[config.mk]
export PLATFORM = sky130hd
export DESIGN_NAME = adc_uart_frame_sequencer_flat
export DESIGN_NICKNAME = d
export VERILOG_FILES = /design/src/rtl/adc_uart_frame_sequencer_if.sv /design/src/rtl/adc_uart_frame_sequencer.sv /design/src/flat_wrapper.sv
export SDC_FILE = /design/constraint.sdc
export NUM_CORES = 1
export LEC_CHECK = 0
export CAP_MARGIN = 5
export CORE_MARGIN = 2
export CORE_UTILIZATION = 45
export CTS_CLUSTER_SIZE = 8
export DETAILED_ROUTE_END_ITERATION = 16
export GPL_ROUTABILITY_DRIVEN = 0
export HOLD_SLACK_MARGIN = 0.08
export PLACE_DENSITY = 0.7
export SLEW_MARGIN = 0
export SYNTH_ARGS = -nofsm -noshare
export SYNTH_HDL_FRONTEND = slang
export SYNTH_SLANG_ARGS = --single-unit
[constraint.sdc]
create_clock -name clk -period 3.3 [get_ports clk]
set_input_delay 0.66 -clock clk [delete_from_list [all_inputs] [get_ports clk]]
set_output_delay 0.66 -clock clk [all_outputs]
set_load 0.05 [all_outputs]
[src/rtl/adc_uart_frame_sequencer_if.sv]
// ---------------------------------------------------------------------------
// adc_uart_frame_sequencer_if
// Groups the UART receive and transmit handshake signals that the frame
// sequencer uses.
//   rx_data[7:0]  command byte from the UART receiver (valid when rx_ready=1)
//   rx_ready      one-cycle strobe from the UART receiver
//   tx_ready      UART transmitter idle; 1 = can accept a byte
//   tx_data[7:0]  byte presented to the UART transmitter
//   tx_en         one-cycle start strobe
//   tx_write_en   one-cycle write strobe, coincident with tx_en
// Modports:
//   master - the sequencer (drives the tx byte and strobes)
//   slave  - the UART side (drives rx_* and tx_ready)
// ---------------------------------------------------------------------------
interface adc_uart_frame_sequencer_if;
  logic [7:0] rx_data;
  logic       rx_ready;
  logic       tx_ready;
  logic [7:0] tx_data;
  logic       tx_en;
  logic       tx_write_en;

  modport master (
    input  rx_data, rx_ready, tx_ready,
    output tx_data, tx_en, tx_write_en
  );

  modport slave (
    output rx_data, rx_ready, tx_ready,
    input  tx_data, tx_en, tx_write_en
  );
endinterface

[src/rtl/adc_uart_frame_sequencer.sv]
// ---------------------------------------------------------------------------
// adc_uart_frame_sequencer
// Command-driven transmit scheduler between the four SPI ADC channels and the
// UART transmitter. A command byte ('1'..'4' for one channel, 'A' for all)
// snapshots the ADC channels and serialises a framed packet one byte at a
// time: HEADER, then (id, hi, lo) per selected channel, then optionally an
// XOR checksum of every byte sent.
//
// Build option:
//   FRAME_CHECKSUM_EN  defined   -> trailing XOR checksum byte (5 / 14 bytes)
//                      undefined -> no checksum logic      (4 / 13 bytes)
//
// Parameters:
//   ACK_TIMEOUT  max cycles to wait for tx_ready to fall after a byte issue
//   HEADER       first byte of every frame
// Ports:
//   clk                 system clock, posedge
//   reset_b             asynchronous active-low reset
//   uart                UART rx/tx handshake (master modport)
//   adc_ch1..adc_ch4    live 10-bit channel samples
//   busy                1 from command accept until frame complete/abort
//   cmd_err             1-cycle pulse: invalid command or command while busy
//   tx_timeout          sticky ack-timeout flag, cleared by next accept
// ---------------------------------------------------------------------------
module adc_uart_frame_sequencer #(
  parameter int unsigned ACK_TIMEOUT = 4096,
  parameter logic [7:0]  HEADER      = 8'hA5
) (
  input  logic       clk,
  input  logic       reset_b,
  adc_uart_frame_sequencer_if.master uart,
  input  logic [9:0] adc_ch1,
  input  logic [9:0] adc_ch2,
  input  logic [9:0] adc_ch3,
  input  logic [9:0] adc_ch4,
  output logic       busy,
  output logic       cmd_err,
  output logic       tx_timeout
);

  localparam int unsigned   CW       = $clog2(ACK_TIMEOUT + 1);
  localparam logic [CW-1:0] ACK_LAST = CW'(ACK_TIMEOUT - 1);

  typedef enum logic [1:0] {IDLE, ISSUE, WAIT_ACK, WAIT_DONE} state_t;
  typedef enum logic [1:0] {F_ID, F_HI, F_LO} field_t;

  state_t        state, next_state;
  logic [3:0]    byte_idx;
  logic [3:0]    last_idx;
  logic [CW-1:0] ack_cnt;
  logic [9:0]    snap [4];
  logic          all_mode;
  logic [1:0]    sel_ch;

  logic          cmd_valid;
  logic          accept;
  logic          issue;
  logic          abort;
  logic          advance;
  logic          frame_end;

  logic [1:0]    ch_sel;
  field_t        field;
  logic [9:0]    sample;
  logic [7:0]    frame_byte;

`ifdef FRAME_CHECKSUM_EN
  logic [7:0]    cks;
  assign last_idx = all_mode ? 4'd13 : 4'd4;
`else
  assign last_idx = all_mode ? 4'd12 : 4'd3;
`endif

  assign cmd_valid = (uart.rx_data inside {[8'h31:8'h34], 8'h41});
  assign busy      = (state != IDLE);

  // -------------------------------------------------------------------------
  // FSM state register
  // -------------------------------------------------------------------------
  // NOTE: sequential state uses non-blocking assignments so every register
  // samples the pre-edge values, independent of block evaluation order.
  always_ff @(posedge clk or negedge reset_b) begin
    if (!reset_b) state <= IDLE;
    else          state <= next_state;
  end

  // -------------------------------------------------------------------------
  // FSM next-state and per-cycle control decode
  // -------------------------------------------------------------------------
  // NOTE: every signal written here gets a default first, so no path through
  // the case statement can leave one unassigned and infer a latch.
  always_comb begin
    next_state = state;
    accept     = 1'b0;
    issue      = 1'b0;
    abort      = 1'b0;
    advance    = 1'b0;
    frame_end  = 1'b0;
    unique case (state)
      IDLE: begin
        if (uart.rx_ready && cmd_valid) begin
          accept     = 1'b1;
          next_state = ISSUE;
        end
      end
      ISSUE: begin
        if (uart.tx_ready) begin
          issue      = 1'b1;
          next_state = WAIT_ACK;
        end
      end
      WAIT_ACK: begin
        if (!uart.tx_ready) begin
          next_state = WAIT_DONE;
        end else if (ack_cnt == ACK_LAST) begin
          abort      = 1'b1;
          next_state = IDLE;
        end
      end
      WAIT_DONE: begin
        if (uart.tx_ready) begin
          if (byte_idx == last_idx) begin
            frame_end  = 1'b1;
            next_state = IDLE;
          end else begin
            advance    = 1'b1;
            next_state = ISSUE;
          end
        end
      end
      default: next_state = IDLE;
    endcase
  end

  // -------------------------------------------------------------------------
  // Frame byte selection. Byte 0 is the header; bytes 1..12 walk (id, hi, lo)
  // triplets, the channel advancing every three bytes in all-channel mode.
  // -------------------------------------------------------------------------
  always_comb begin
    ch_sel = sel_ch;
    if (all_mode) begin
      case (byte_idx)
        4'd4, 4'd5, 4'd6:    ch_sel = 2'd1;
        4'd7, 4'd8, 4'd9:    ch_sel = 2'd2;
        4'd10, 4'd11, 4'd12: ch_sel = 2'd3;
        default:             ch_sel = 2'd0;
      endcase
    end

    case (byte_idx)
      4'd1, 4'd4, 4'd7, 4'd10: field = F_ID;
      4'd2, 4'd5, 4'd8, 4'd11: field = F_HI;
      default:                 field = F_LO;
    endcase

    sample = snap[ch_sel];

    frame_byte = sample[7:0];
    if (byte_idx == 4'd0) begin
      frame_byte = HEADER;
`ifdef FRAME_CHECKSUM_EN
    end else if (byte_idx == last_idx) begin
      frame_byte = cks;
`endif
    end else if (field == F_ID) begin
      frame_byte = 8'(ch_sel) + 8'd1;
    end else if (field == F_HI) begin
      frame_byte = {6'd0, sample[9:8]};
    end
  end

  // -------------------------------------------------------------------------
  // Datapath: snapshot, byte index, ack timer, strobes and status flags
  // -------------------------------------------------------------------------
  // NOTE: the snapshot registers are reset along with the rest so that a
  // frame byte is never built from uninitialised storage.
  always_ff @(posedge clk or negedge reset_b) begin
    if (!reset_b) begin
      for (int i = 0; i < 4; i++) snap[i] <= '0;
      all_mode    <= 1'b0;
      sel_ch      <= 2'd0;
      byte_idx    <= 4'd0;
      ack_cnt     <= '0;
      uart.tx_data     <= 8'h00;
      uart.tx_en       <= 1'b0;
      uart.tx_write_en <= 1'b0;
      cmd_err     <= 1'b0;
      tx_timeout  <= 1'b0;
`ifdef FRAME_CHECKSUM_EN
      cks         <= 8'h00;
`endif
    end else begin
      // Any received byte that is not accepted (bad code, or FSM not idle)
      // is reported one cycle later and otherwise dropped.
      cmd_err          <= uart.rx_ready && !accept;
      uart.tx_en       <= issue;
      uart.tx_write_en <= issue;

      if (accept) begin
        snap[0]    <= adc_ch1;
        snap[1]    <= adc_ch2;
        snap[2]    <= adc_ch3;
        snap[3]    <= adc_ch4;
        all_mode   <= (uart.rx_data == 8'h41);
        sel_ch     <= uart.rx_data[1:0] - 2'd1;  // '1'..'4' -> 0..3
        tx_timeout <= 1'b0;
`ifdef FRAME_CHECKSUM_EN
        cks        <= 8'h00;
`endif
      end

      if (issue) begin
        uart.tx_data <= frame_byte;
`ifdef FRAME_CHECKSUM_EN
        cks          <= cks ^ frame_byte;
`endif
      end

      if (issue)                   ack_cnt <= '0;
      else if (state == WAIT_ACK)  ack_cnt <= ack_cnt + 1'b1;

      if (frame_end || abort)      byte_idx <= 4'd0;
      else if (advance)            byte_idx <= byte_idx + 4'd1;

      if (abort) tx_timeout <= 1'b1;
    end
  end

endmodule

[src/flat_wrapper.sv]
// flat-port wrapper written by rule: the top's interface ports become plain ports
module adc_uart_frame_sequencer_flat 
#(
  parameter int unsigned ACK_TIMEOUT = 4096,
  parameter logic [7:0]  HEADER      = 8'hA5
)
  (clk, reset_b, adc_ch1, adc_ch2, adc_ch3, adc_ch4, busy, cmd_err, tx_timeout, uart_rx_data, uart_rx_ready, uart_tx_ready, uart_tx_data, uart_tx_en, uart_tx_write_en);
  adc_uart_frame_sequencer_if uart_i ();
  input  logic clk;
  input  logic reset_b;
  input  logic [9:0] adc_ch1;
  input  logic [9:0] adc_ch2;
  input  logic [9:0] adc_ch3;
  input  logic [9:0] adc_ch4;
  output logic busy;
  output logic cmd_err;
  output logic tx_timeout;
  input wire logic [$bits(uart_i.rx_data)-1:0] uart_rx_data;
  input wire logic [$bits(uart_i.rx_ready)-1:0] uart_rx_ready;
  input wire logic [$bits(uart_i.tx_ready)-1:0] uart_tx_ready;
  output wire logic [$bits(uart_i.tx_data)-1:0] uart_tx_data;
  output wire logic [$bits(uart_i.tx_en)-1:0] uart_tx_en;
  output wire logic [$bits(uart_i.tx_write_en)-1:0] uart_tx_write_en;
  assign uart_i.rx_data = uart_rx_data;
  assign uart_i.rx_ready = uart_rx_ready;
  assign uart_i.tx_ready = uart_tx_ready;
  assign uart_tx_data = uart_i.tx_data;
  assign uart_tx_en = uart_i.tx_en;
  assign uart_tx_write_en = uart_i.tx_write_en;
  adc_uart_frame_sequencer #(.ACK_TIMEOUT(ACK_TIMEOUT), .HEADER(HEADER)) u_core (.clk(clk), .reset_b(reset_b), .uart(uart_i), .adc_ch1(adc_ch1), .adc_ch2(adc_ch2), .adc_ch3(adc_ch3), .adc_ch4(adc_ch4), .busy(busy), .cmd_err(cmd_err), .tx_timeout(tx_timeout));
endmodule
==> impl_metrics.env <==
export IMPL_status="finished, final reports clean"
export IMPL_power_density_nw_per_um2=686
export IMPL_hpwl_mm=5.10
export IMPL_routed_wl_mm=7.12
export IMPL_slew_headroom=0.410
export IMPL_synth_mux_area_frac=0.176
export IMPL_cts_buffer_depth=2
export IMPL_fin_crit_sh=0.817
export IMPL_leakagePower_nw=2.07
export IMPL_die_area_um2=8830
export IMPL_crit_path_max_fanout=12
export IMPL_seq_area_frac_synth=0.502
export IMPL_rows=32
export IMPL_timing_rr_start="u_core.byte_idx[0]"
export IMPL_post_cts_resized=0
export IMPL_vias=2598
export IMPL_synth_simple_area_share=0.128
export IMPL_final_common_cell="dfrtp_1"
export IMPL_clkTransAtPathRegs_ns=0.08
export IMPL_synthAdderAreaFrac=0.0378
export IMPL_required_ns=3.54
export IMPL_grt_max_degree=74
export IMPL_synthFlopType="dfrtp_1"
export IMPL_maxSlewViolCount=0
export IMPL_peakVddDrop_mv=0.291
export IMPL_nets=442
export IMPL_synth_top_family_by_area="multiplexers"
export IMPL_drt_drc_violations_left=0
export IMPL_hold_viol=0
export IMPL_synth_xor_area_frac=0.00241
export IMPL_grt_busiest_layer="met2"
export IMPL_setup_worst_path_start_class="flop"
export IMPL_cts_root_buf="clkbuf_8"
export IMPL_grt_pass1_wl_mm=12.3
export IMPL_cts_max_level=3
export IMPL_io_pins=65
export IMPL_num_antenna_cells=0
export IMPL_grt_overflow=0
export IMPL_hp_class="primary input to async pin"
export IMPL_cts_buffers=9
export IMPL_fp_dieW_um=94.0
export IMPL_clkLatencyLatePin_ns=0.35
export IMPL_endpoint_kind="flop"
export IMPL_coreArea_um2=7770
export IMPL_post_route_min_period_ns=2.70
export IMPL_syn_num_nets=377
export IMPL_die_height_um=94.0
export IMPL_cts_hold_buf=0
export IMPL_synth_cells=314
export IMPL_finalSetupViolations=0
export IMPL_final_cell_mix="dfrtp_1, clkdlybuf4s50_1, mux2_2"
export IMPL_start_util=0.469
export IMPL_gr_usage_met1=0.229
export IMPL_viasPerCell=5.35
export IMPL_grt_pass1_vias=2629
export IMPL_synth_seq_cells=73
export IMPL_drv_cap=0
export IMPL_reg2regPathDepth=8
export IMPL_antenna_found_initial=0
export IMPL_grt_usage=0.178
export IMPL_yosysWarnings=0
export IMPL_drive_gt1_frac=0.193
export IMPL_synth_area_um2=3640
export IMPL_cts_tree="done"
export IMPL_antenna_left=0
export IMPL_holdWs_ns=0.441
export IMPL_port_buffers=64
export IMPL_r2r_end="u_core.uart.tx_data[0]"
export IMPL_avgSynthCellArea_um2=11.6
export IMPL_final_core_utilization=0.591
export IMPL_cp_arrival_ns=2.93
export IMPL_routedWlPerCell_um=14.6
export IMPL_cts_sinks=73
export IMPL_rsz0062_at_grt="no"
export IMPL_use_met2=0.289
export IMPL_max_freq_mhz=371
export IMPL_async_flop_share=1.00
export IMPL_setup_tns_ns=0
export IMPL_fin_skew_ns=0.00667
export IMPL_post_cts_setup_buffers=0
export IMPL_area_growth_pct=26.0
export IMPL_ff2ff_setup_slack_ns=0.60
export IMPL_critical_path_class="flop to flop"
export IMPL_ys_types=51
export IMPL_synth_compound_area_frac=0.117
export IMPL_dr_pass1_iters=4
export IMPL_worstMarginPinSlew_ns=0.884
export IMPL_drtIter0Drc=137
export IMPL_synth_edf_count=0
export IMPL_grt_use_met3=0.0417
==> critical path, stage by stage (launching register included) <==
cell,delay (ns)
dfrtp_1,0.49
inv_1,0.12
ha_1,0.23
nor2b_4,0.06
o311a_2,0.42
nor2_4,0.37
mux4_2,0.39
nor2b_1,0.15
o32a_1,0.35
==> Yosys cell counts, types with 4 or more instances <==
master    count  area, µm²
a21oi_1      10       50.1
a31oi_1       5       31.3
and3_1        5       31.3
buf_2         7       35.0
dfrtp_1      73       1830
ha_1         11        138
inv_1        12       45.0
mux2_2       39        439
mux4_2        5        113
nand2_1      24       90.1
nand3_1      15       75.1
nand4_1       4       25.0
nor2_1       17       63.8
nor3_1        4       20.0
o211ai_1      4       30.0
o21ai_0      25        125
o31ai_1       4       30.0
==> stage by stage <==
step	power [mW]	setup WS (ns)	instances	area, µm²
global route	3.36	0.447	486	4590
detailed placement	2.38	0.350	470	4360
global placement	2.33	0.381	470	4360
finish	3.15	0.603	486	4590
CTS	3.18	0.582	486	4590
floorplan	2.02	0.883	314	3640
==> kinds of logic after synthesis <==
| logic type | count (synthesis) |
|---|---|
| adders and majority gates | 11 |
| buffers and inverters | 26 |
| xor gates and xnor gates | 1 |
| DFF | 73 |
| and+or+nand+nor | 90 |
| AOI/OAI and AO/OA | 64 |
| muxes | 49 |
==> where the power goes <==
| group | total, mW | switching [mW] | internal [mW] |
|---|---|---|---|
| registers | 1.27 | 0.177 | 1.09 |
| logic | 1.08 | 0.624 | 0.458 |
| clock network | 0.797 | 0.344 | 0.453 |
==> state kept, by name, summed over array words and instances, names as in the netlist <==
| signal | cells |
|---|---|
| u_core.all_mode | 1 |
| u_core.byte_idx | 4 |
| u_core.ack_cnt | 13 |
| u_core.state | 2 |
| u_core.snap | 40 |
| u_core.sel_ch | 2 |
| u_core.cmd_err | 1 |
| u_core.tx_timeout | 1 |
| u_core.uart.tx_en | 1 |
| u_core.uart.tx_data | 8 |
==> worst max-delay path by stage <==
stage	startpoint	end	cells after the start
after floorplan	uart_rx_data[0]	u_core.snap[9]	9
after global placement	uart_rx_data[0]	u_core.snap[9]	9
after detailed placement	uart_rx_data[0]	u_core.snap[9]	9
after CTS	u_core.byte_idx[0]	u_core.uart.tx_data[0]	8
after global routing	u_core.byte_idx[0]	u_core.uart.tx_data[0]	8
final	u_core.byte_idx[0]	u_core.uart.tx_data[0]	8
==> area by class of cell <==
type	instances	area [µm²]
timing repair buffer	67	673
clock buffer	11	141
tap	102	128
sequential	73	1830
inverter	13	51.3
fill	680	3180
clock inverter	5	86.3
multi-input combinational	215	1680
==> routing by layer <==
layer / routed length, µm / up-vias
met3: 337 / 12
met4: 133 / 0
li1: - / 1269
met5: 0 / -
met2: 3450 / 54
met1: 3190 / 1263
Note: power is estimated with default switching activity, not from simulation.
